## src/rtl/menu_pkg.sv

```systemverilog
// Shared constants for the menu command path: the valid command byte range,
// the per-key command bytes used by the menu controller, and the default
// received-byte width.
package menu_pkg;

    localparam int DEFAULT_DBIT = 8;

    // Command bytes accepted by the menu controller ('1'..'7')
    localparam logic [7:0] CMD_MIN = 8'h31;
    localparam logic [7:0] CMD_MAX = 8'h37;

    typedef enum logic [7:0] {
        KEY_1 = 8'h31,
        KEY_2 = 8'h32,
        KEY_3 = 8'h33,
        KEY_4 = 8'h34,
        KEY_5 = 8'h35,
        KEY_6 = 8'h36,
        KEY_7 = 8'h37
    } menu_key_e;

endpackage

```

## src/rtl/cmd_fifo_mem.sv

```systemverilog
// Storage array for the menu command FIFO: one synchronous write port and
// one asynchronous read port. The array itself is never reset; validity of
// its contents is tracked by the pointer logic in menu_cmd_fifo.
module cmd_fifo_mem
    import menu_pkg::*;
#(
    parameter int DBIT   = DEFAULT_DBIT,
    parameter int ADDR_W = 3
) (
    input  logic              clk,
    input  logic              we,
    input  logic [ADDR_W-1:0] waddr,
    input  logic [DBIT-1:0]   wdata,
    input  logic [ADDR_W-1:0] raddr,
    output logic [DBIT-1:0]   rdata
);

    logic [DBIT-1:0] mem [2**ADDR_W];

    // Write the incoming byte into the addressed slot
    always_ff @(posedge clk) begin
        if (we) begin
            mem[waddr] <= wdata;
        end
    end

    assign rdata = mem[raddr];

endmodule

```

## src/rtl/menu_cmd_fifo.sv

```systemverilog
// Receive-side command buffer between uart_rx and the menu controller.
// Every byte strobed by rx_done_tick is queued and the oldest one is offered
// to the controller with a first-word-fall-through valid/ready handshake.
// Optional feature: define MENU_CMD_FILTER_EN to keep only command bytes
// '1'..'7' and count the discarded ones in reject_count.
module menu_cmd_fifo
    import menu_pkg::*;
#(
    parameter int DBIT   = DEFAULT_DBIT,
    parameter int ADDR_W = 3
) (
    input  logic              clk,
    input  logic              rst_n,
    input  logic              rx_done_tick,
    input  logic [DBIT-1:0]   rx_data,
    input  logic              flush,
    input  logic              cmd_ready,
    output logic              cmd_valid,
    output logic [DBIT-1:0]   cmd_data,
    output logic [ADDR_W:0]   level,
    output logic              full,
    output logic              empty,
    output logic              overflow,
    output logic [7:0]        reject_count
);

    localparam logic [ADDR_W:0] DEPTH = (ADDR_W+1)'(2**ADDR_W);

    logic [ADDR_W-1:0] wr_ptr;
    logic [ADDR_W-1:0] rd_ptr;
    logic [DBIT-1:0]   mem_rdata;
    logic              byte_ok;
    logic              accept;
    logic              pop;
    logic              wr_en;

    // A flush cycle swallows any arriving byte and any pop request
`ifdef MENU_CMD_FILTER_EN
    assign byte_ok = (rx_data >= DBIT'(CMD_MIN)) && (rx_data <= DBIT'(CMD_MAX));
`else
    assign byte_ok = 1'b1;
`endif
    assign accept = rx_done_tick && byte_ok && !flush;
    assign pop    = !empty && cmd_ready && !flush;
    assign wr_en  = accept && (!full || pop);

    assign empty     = (level == '0);
    assign full      = (level == DEPTH);
    assign cmd_valid = !empty;
    assign cmd_data  = empty ? '0 : mem_rdata;

    cmd_fifo_mem #(
        .DBIT   (DBIT),
        .ADDR_W (ADDR_W)
    ) u_mem (
        .clk   (clk),
        .we    (wr_en),
        .waddr (wr_ptr),
        .wdata (rx_data),
        .raddr (rd_ptr),
        .rdata (mem_rdata)
    );

    // Pointer and occupancy bookkeeping; pointers wrap naturally at 2^ADDR_W
    always_ff @(posedge clk or negedge rst_n) begin
        if (!rst_n) begin
            wr_ptr <= '0;
            rd_ptr <= '0;
            level  <= '0;
        end else if (flush) begin
            wr_ptr <= '0;
            rd_ptr <= '0;
            level  <= '0;
        end else begin
            if (wr_en) begin
                wr_ptr <= wr_ptr + 1'b1;
            end
            if (pop) begin
                rd_ptr <= rd_ptr + 1'b1;
            end
            case ({wr_en, pop})
                2'b10:   level <= level + 1'b1;
                2'b01:   level <= level - 1'b1;
                default: level <= level;
            endcase
        end
    end

    // Sticky drop flag: set only when an accepted byte finds no room
    always_ff @(posedge clk or negedge rst_n) begin
        if (!rst_n) begin
            overflow <= 1'b0;
        end else if (flush) begin
            overflow <= 1'b0;
        end else if (accept && full && !pop) begin
            overflow <= 1'b1;
        end
    end

`ifdef MENU_CMD_FILTER_EN
    // Saturating count of non-command bytes thrown away by the filter
    always_ff @(posedge clk or negedge rst_n) begin
        if (!rst_n) begin
            reject_count <= '0;
        end else if (flush) begin
            reject_count <= '0;
        end else if (rx_done_tick && !byte_ok && (reject_count != 8'hFF)) begin
            reject_count <= reject_count + 1'b1;
        end
    end
`else
    assign reject_count = '0;
`endif

endmodule
```

## config.mk

```make
export PLATFORM = sky130hd
export DESIGN_NAME = menu_cmd_fifo
export DESIGN_NICKNAME = d
export VERILOG_FILES = /design/src/rtl/menu_pkg.sv /design/src/rtl/cmd_fifo_mem.sv /design/src/rtl/menu_cmd_fifo.sv
export SDC_FILE = /design/constraint.sdc
export NUM_CORES = 1
export LEC_CHECK = 0
export ABC_CLOCK_PERIOD_IN_PS = 5650
export CAP_MARGIN = 20
export CELL_PAD_IN_SITES_DETAIL_PLACEMENT = 1
export CELL_PAD_IN_SITES_GLOBAL_PLACEMENT = 2
export CORE_ASPECT_RATIO = 1.25
export CORE_UTILIZATION = 49
export DETAILED_ROUTE_END_ITERATION = 10
export DONT_BUFFER_PORTS = 1
export PLACE_DENSITY = 0.92
export SLEW_MARGIN = 25
export SYNTH_ARGS = -nofsm -noshare
export SYNTH_HDL_FRONTEND = slang
export SYNTH_SLANG_ARGS = --single-unit
```

## constraint.sdc

```tcl
create_clock -name clk -period 5.65 [get_ports clk]
set_input_delay 0.2825 -clock clk [delete_from_list [all_inputs] [get_ports clk]]
set_output_delay 0.2825 -clock clk [all_outputs]
set_load 0.1 [all_outputs]
```

; After elaboration in Yosys (flattened, before gate mapping)
; Memory sizes are Yosys's and may differ from the RTL's.
; Cells that the tools add are included.
[totals]
ff_bits = 11
mem_count = 1
elab_cells = 39
output_inout_bits = 24
ram_bits = 64
[memory_table]
columns = memory, depth, word_bits, rd, rd_ports_with_merged_regs, wr, line_no
row1 = u_mem.mem, 8, 8, 1, 0, 1, cmd_fifo_mem.sv:18  ; logic [DBIT-1:0] mem [2**ADDR_W];
[op_classes]
eq_ne = 3
muxes = 11
n_reduce_logical = 16
add_sub_neg = 4
[op_table]
columns = op, count
row1 = 3-bit two-way mux, 4
row2 = 8-bit two-way mux, 1
row3 = 4-bit one-hot mux with 2 select lines, 1
row4 = "3-bit by 1-bit adder with 3-bit output, second input constant", 2
row5 = 1-bit logical AND, 6
row6 = 2-bit nonzero test, 3
row7 = "4-bit by 1-bit adder with 4-bit output, second input constant", 1
row8 = "4-bit equality test, second input constant", 1
row9 = 1-bit zero test, 4
row10 = 4-bit zero test, 1
row11 = 1-bit two-way mux, 4
row12 = 4-bit two-way mux, 1
row13 = "4-bit by 1-bit subtractor with 4-bit output, second input constant", 1
row14 = 3-bit nonzero test, 1
row15 = "2-bit by 1-bit equality test with 1-bit output, second input constant", 1
row16 = "2-bit equality test, second input constant", 1
row17 = 1-bit logical OR, 1

; Logic depth before layout (Yosys ltp)
[logic_depth]
word_depth = 9
depth_mapped = 10

; Hierarchy
; From an unflattened synthesis, not the netlist that was laid out.
[unflattened]
cells_unflattened = 200
hier_area_um2 = 3385.7
[by_module_without_submodules]
columns = module, cells_each, area_per_inst_um2, instances, seq_area_each_um2
row1 = cmd_fifo_mem, 106, 2531.2, 1, 1921.8
row2 = menu_cmd_fifo, 94, 854.6, 1, 275.3

; Worst setup path before layout
; No wires, ideal clock.
[synth_timing]
kind = register to output
startpoint = register level[0]
endpoint = output cmd_data[0]
path_stages_with_launch = 6
arrival_ns = 3.983
path_buffers = 2
t_required_ns = 5.368
path_slack_ns = 1.384
cell_sequence = dfrtp_1 buf_2 or4_4 buf_6 clkinv_1 nor2_1
[synth_between]
elab_chain_cells = 2
[synth_rtl]
columns = item, line_no
row1 = from (decl), menu_cmd_fifo.sv:20  ; output logic [ADDR_W:0] level,
row2 = from (signal assigned), menu_cmd_fifo.sv:82  ; 2'b10: level <= level + 1'b1;
row3 = from (signal assigned), menu_cmd_fifo.sv:83  ; 2'b01: level <= level - 1'b1;
row4 = from (signal assigned), menu_cmd_fifo.sv:84  ; default: level <= level;
row5 = 4-bit zero test, menu_cmd_fifo.sv:47  ; assign empty = (level == '0);
row6 = via empty, menu_cmd_fifo.sv:22  ; output logic empty,
row7 = 8-bit two-way mux, menu_cmd_fifo.sv:50  ; assign cmd_data = empty ? '0 : mem_rdata;
row8 = to (decl), menu_cmd_fifo.sv:19  ; output logic [DBIT-1:0] cmd_data,
; The timed path passes the listed nets, and every way through them passes these cells.

; Worst setup path after layout
[layout_timing]
startpoint = register level[3]
endpoint = output cmd_data[0]
[layout_between]
elab_chain_cells = 2
[layout_rtl]
columns = item, line_no
row1 = 4-bit zero test, menu_cmd_fifo.sv:47
row2 = 8-bit two-way mux, menu_cmd_fifo.sv:50
; Every way passes these cells.

==> flow_summary.toml <==
[run_status]
status = "finished, final reports clean"

[detailed_routing]
dr.pass1.iters = 4
route.vias.total = 1770
drcViolationCount = 0
drt_iter0_drc = 122
wl_mm = 7.14
vias_per_cell = 5.69
ant_nets = 0
post_drt_wl_per_cell_microns = 23.0

[cts]
root_buffer = "clkbuf_8"
cts_buffers = 9
ctsResizeCount = 0
clk_latency_ns = 0.35
cts.clk_slew.worst_paths_ns = 0.08
cts_buffer_depth = 2
cts_tree = "done"
htree_levels = 3
cts_sinks = 75

[yosys]
yosys-top-cells-area = "edfxtp_1 (58%), mux4_2 (11%), dfrtp_1 (8.4%)"
async_reset_ff_frac = 0.147
syn-cell-area_sq_um = 3290
ys_ff_latch = 75
synth_top_cell_by_area = "edfxtp_1"
avgSynthCellArea_sq_um = 16.6
synth_top_area_frac = 0.584
synthCells = 198
yosysSeqAreaShare = 0.667
yosysWarnings = 0
synth-edff-count = 64
synth_ff_type = "edfxtp_1"
yosysUniqueCellTypes = 43

[floorplan]
dieArea_sq_um = 7050
core_sq_um = 6520
ios = 37
start_util = 0.505
die_h_microns = 93.7
rows = 33
die_width_microns = 75.3

[setup_path]
critPathArrivalTime_ns = 2.90
crit_type = "flop to output port"
cp.required_ns = 5.37
worstSetupStartpointType = "flop"
critPathMaxFanout = 9
endpoint_kind = "output port"

[timing]
hold_violations = 0
fmaxAchievable_mhz = 314
fin_tns_setup_ns = 0
setup_viol = 0
tightest_slew_ns = 1.05
min_period_ns = 3.18
fin_skew_ns = 0.0117
slew_violations = 0
hold_ws_ns = 0.0176
finalCritPeriodShare = 0.564
rsz0062_at_grt = "false"
relSlewSlack = 0.301
setup_slack_ns = 2.47

[final_layout]
nets = 236
diodes = 0
drive_gt1_frac = 0.290
final_cell_mix = "edfxtp_1 (64), mux4_2 (16), nor2_1 (14), buf_4 (14), mux2i_1 (10)"
syn_to_final_growth_pct = 13.7
final_common_cell = "edfxtp_1"
instances_no_fill = 311
nFillCells = 639

[placed_design]
io_buffer_count = 0
gp_congestion = 0.780
place_inst = 287
dp_hpwl_mm = 4.66
pre_cts_slack_ns = 2.53

[global_routing]
grt_pass1_wl_mm = 10.7
grt_max_degree = 19
grt_usage = 0.221
antenna_found_initial = 0
grt.overflow.total = 0
grt_pass1_vias = 1893

[hold_path]
worstHoldPathType = "primary input to flop"

[pwr]
p_total_w = 0.00212
leakagePower_nw = 1.28
pwr_density_cell_nw_per_um2 = 567
irDropWorstVdd_uv = 406

[run]
maxCapViolations = 0
critical path, stage by stage, from the launching register on:
cell and delay (ns):
dfrtp_1 0.79, or4_4 0.88, clkinv_1 0.11, buf_4 0.40, nor2_2 0.09, buf_4 0.25
cell type report:
| cell class | instances | area (sq um) | area share |
|---|---|---|---|
| Sequential cell | 75 | 2200 | 0.588 |
| Multi-Input combinational cell | 107 | 995 | 0.266 |
| Timing Repair Buffer | 22 | 185 | 0.0494 |
| Clock buffer | 9 | 124 | 0.0331 |
| Clock inverter | 7 | 115 | 0.0307 |
| Tap cell | 87 | 109 | 0.0291 |
| Inverter | 4 | 15.0 | 0.00401 |
sequential cells by signal (all words and copies together) (netlist names):
register / cells
overflow: 1
u_mem.mem: 64
wr_ptr: 3
rd_ptr: 3
level: 4
synthesized netlist by cell type (all sizes together), types with 3 or more instances:
| cell type | instances |
|---|---|
| dfrtp | 11 |
| o21ai | 4 |
| inv | 3 |
| a21oi | 3 |
| buf | 18 |
| nor2 | 22 |
| nand2 | 4 |
| nor3 | 5 |
| o211ai | 3 |
| edfxtp | 64 |
| ha | 4 |
| mux2i | 10 |
| xor2 | 4 |
| mux4 | 16 |
| nand3 | 5 |
| xnor2 | 3 |
worst paths after layout:
check | startpoint | endpoint | slack (ns) | cells after the start
max | level[3] | cmd_data[0] | 2.47 | 5
min | rx_data[0] | u_mem.mem[5][0] | 0.02 | 0
max reg2reg | level[3] | level[3] | 2.62 | 8
min reg2reg | wr_ptr[0] | wr_ptr[0] | 0.69 | 2
max in group asynchronous | rst_n | level[2] | 4.89 | 1
min in group asynchronous | rst_n | level[3] | 0.36 | 1
per-layer routing:
metal	vias to the layer above	track usage	share of wire
li1	788	-	-
met1	932	0.258	0.39
met2	44	0.385	0.56
met3	6	0.0612	0.041
met4	0	0.0756	0.0098
met5	-	0	0
logic make-up after synthesis:
| family | after synthesis | share of synthesized area |
|---|---|---|
| AOI/OAI and AO/OA | 17 | 0.0410 |
| xor gates and xnor gates | 7 | 0.0186 |
| adders and majority gates | 4 | 0.0152 |
| buffers and inverters | 23 | 0.0448 |
| DFF | 75 | 0.667 |
| muxes | 26 | 0.140 |
| other | 1 | 0.00114 |
| and+or+nand+nor | 45 | 0.0722 |
stage by stage:
stage | utilization | cell area, sq um
global route | 0.574 | 3740
finish | 0.574 | 3740
detailed placement | 0.525 | 3420
global placement | 0.524 | 3420
CTS | 0.564 | 3680
floorplan | - | 3320
power breakdown:
| group | switching [W] | internal (W) |
|---|---|---|
| Sequential | 0.000160 | 0.000630 |
| Combinational | 0.000608 | 0.000232 |
| Clock | 0.000202 | 0.000293 |
| Total | 0.000970 | 0.00115 |
what timing repair did:
item	4_1_cts	5_1_grt
hold buffers	2	6
buffers inserted	0	0
endpoints found under the hold margin	21	16
Power figures use the tool's default switching activity.
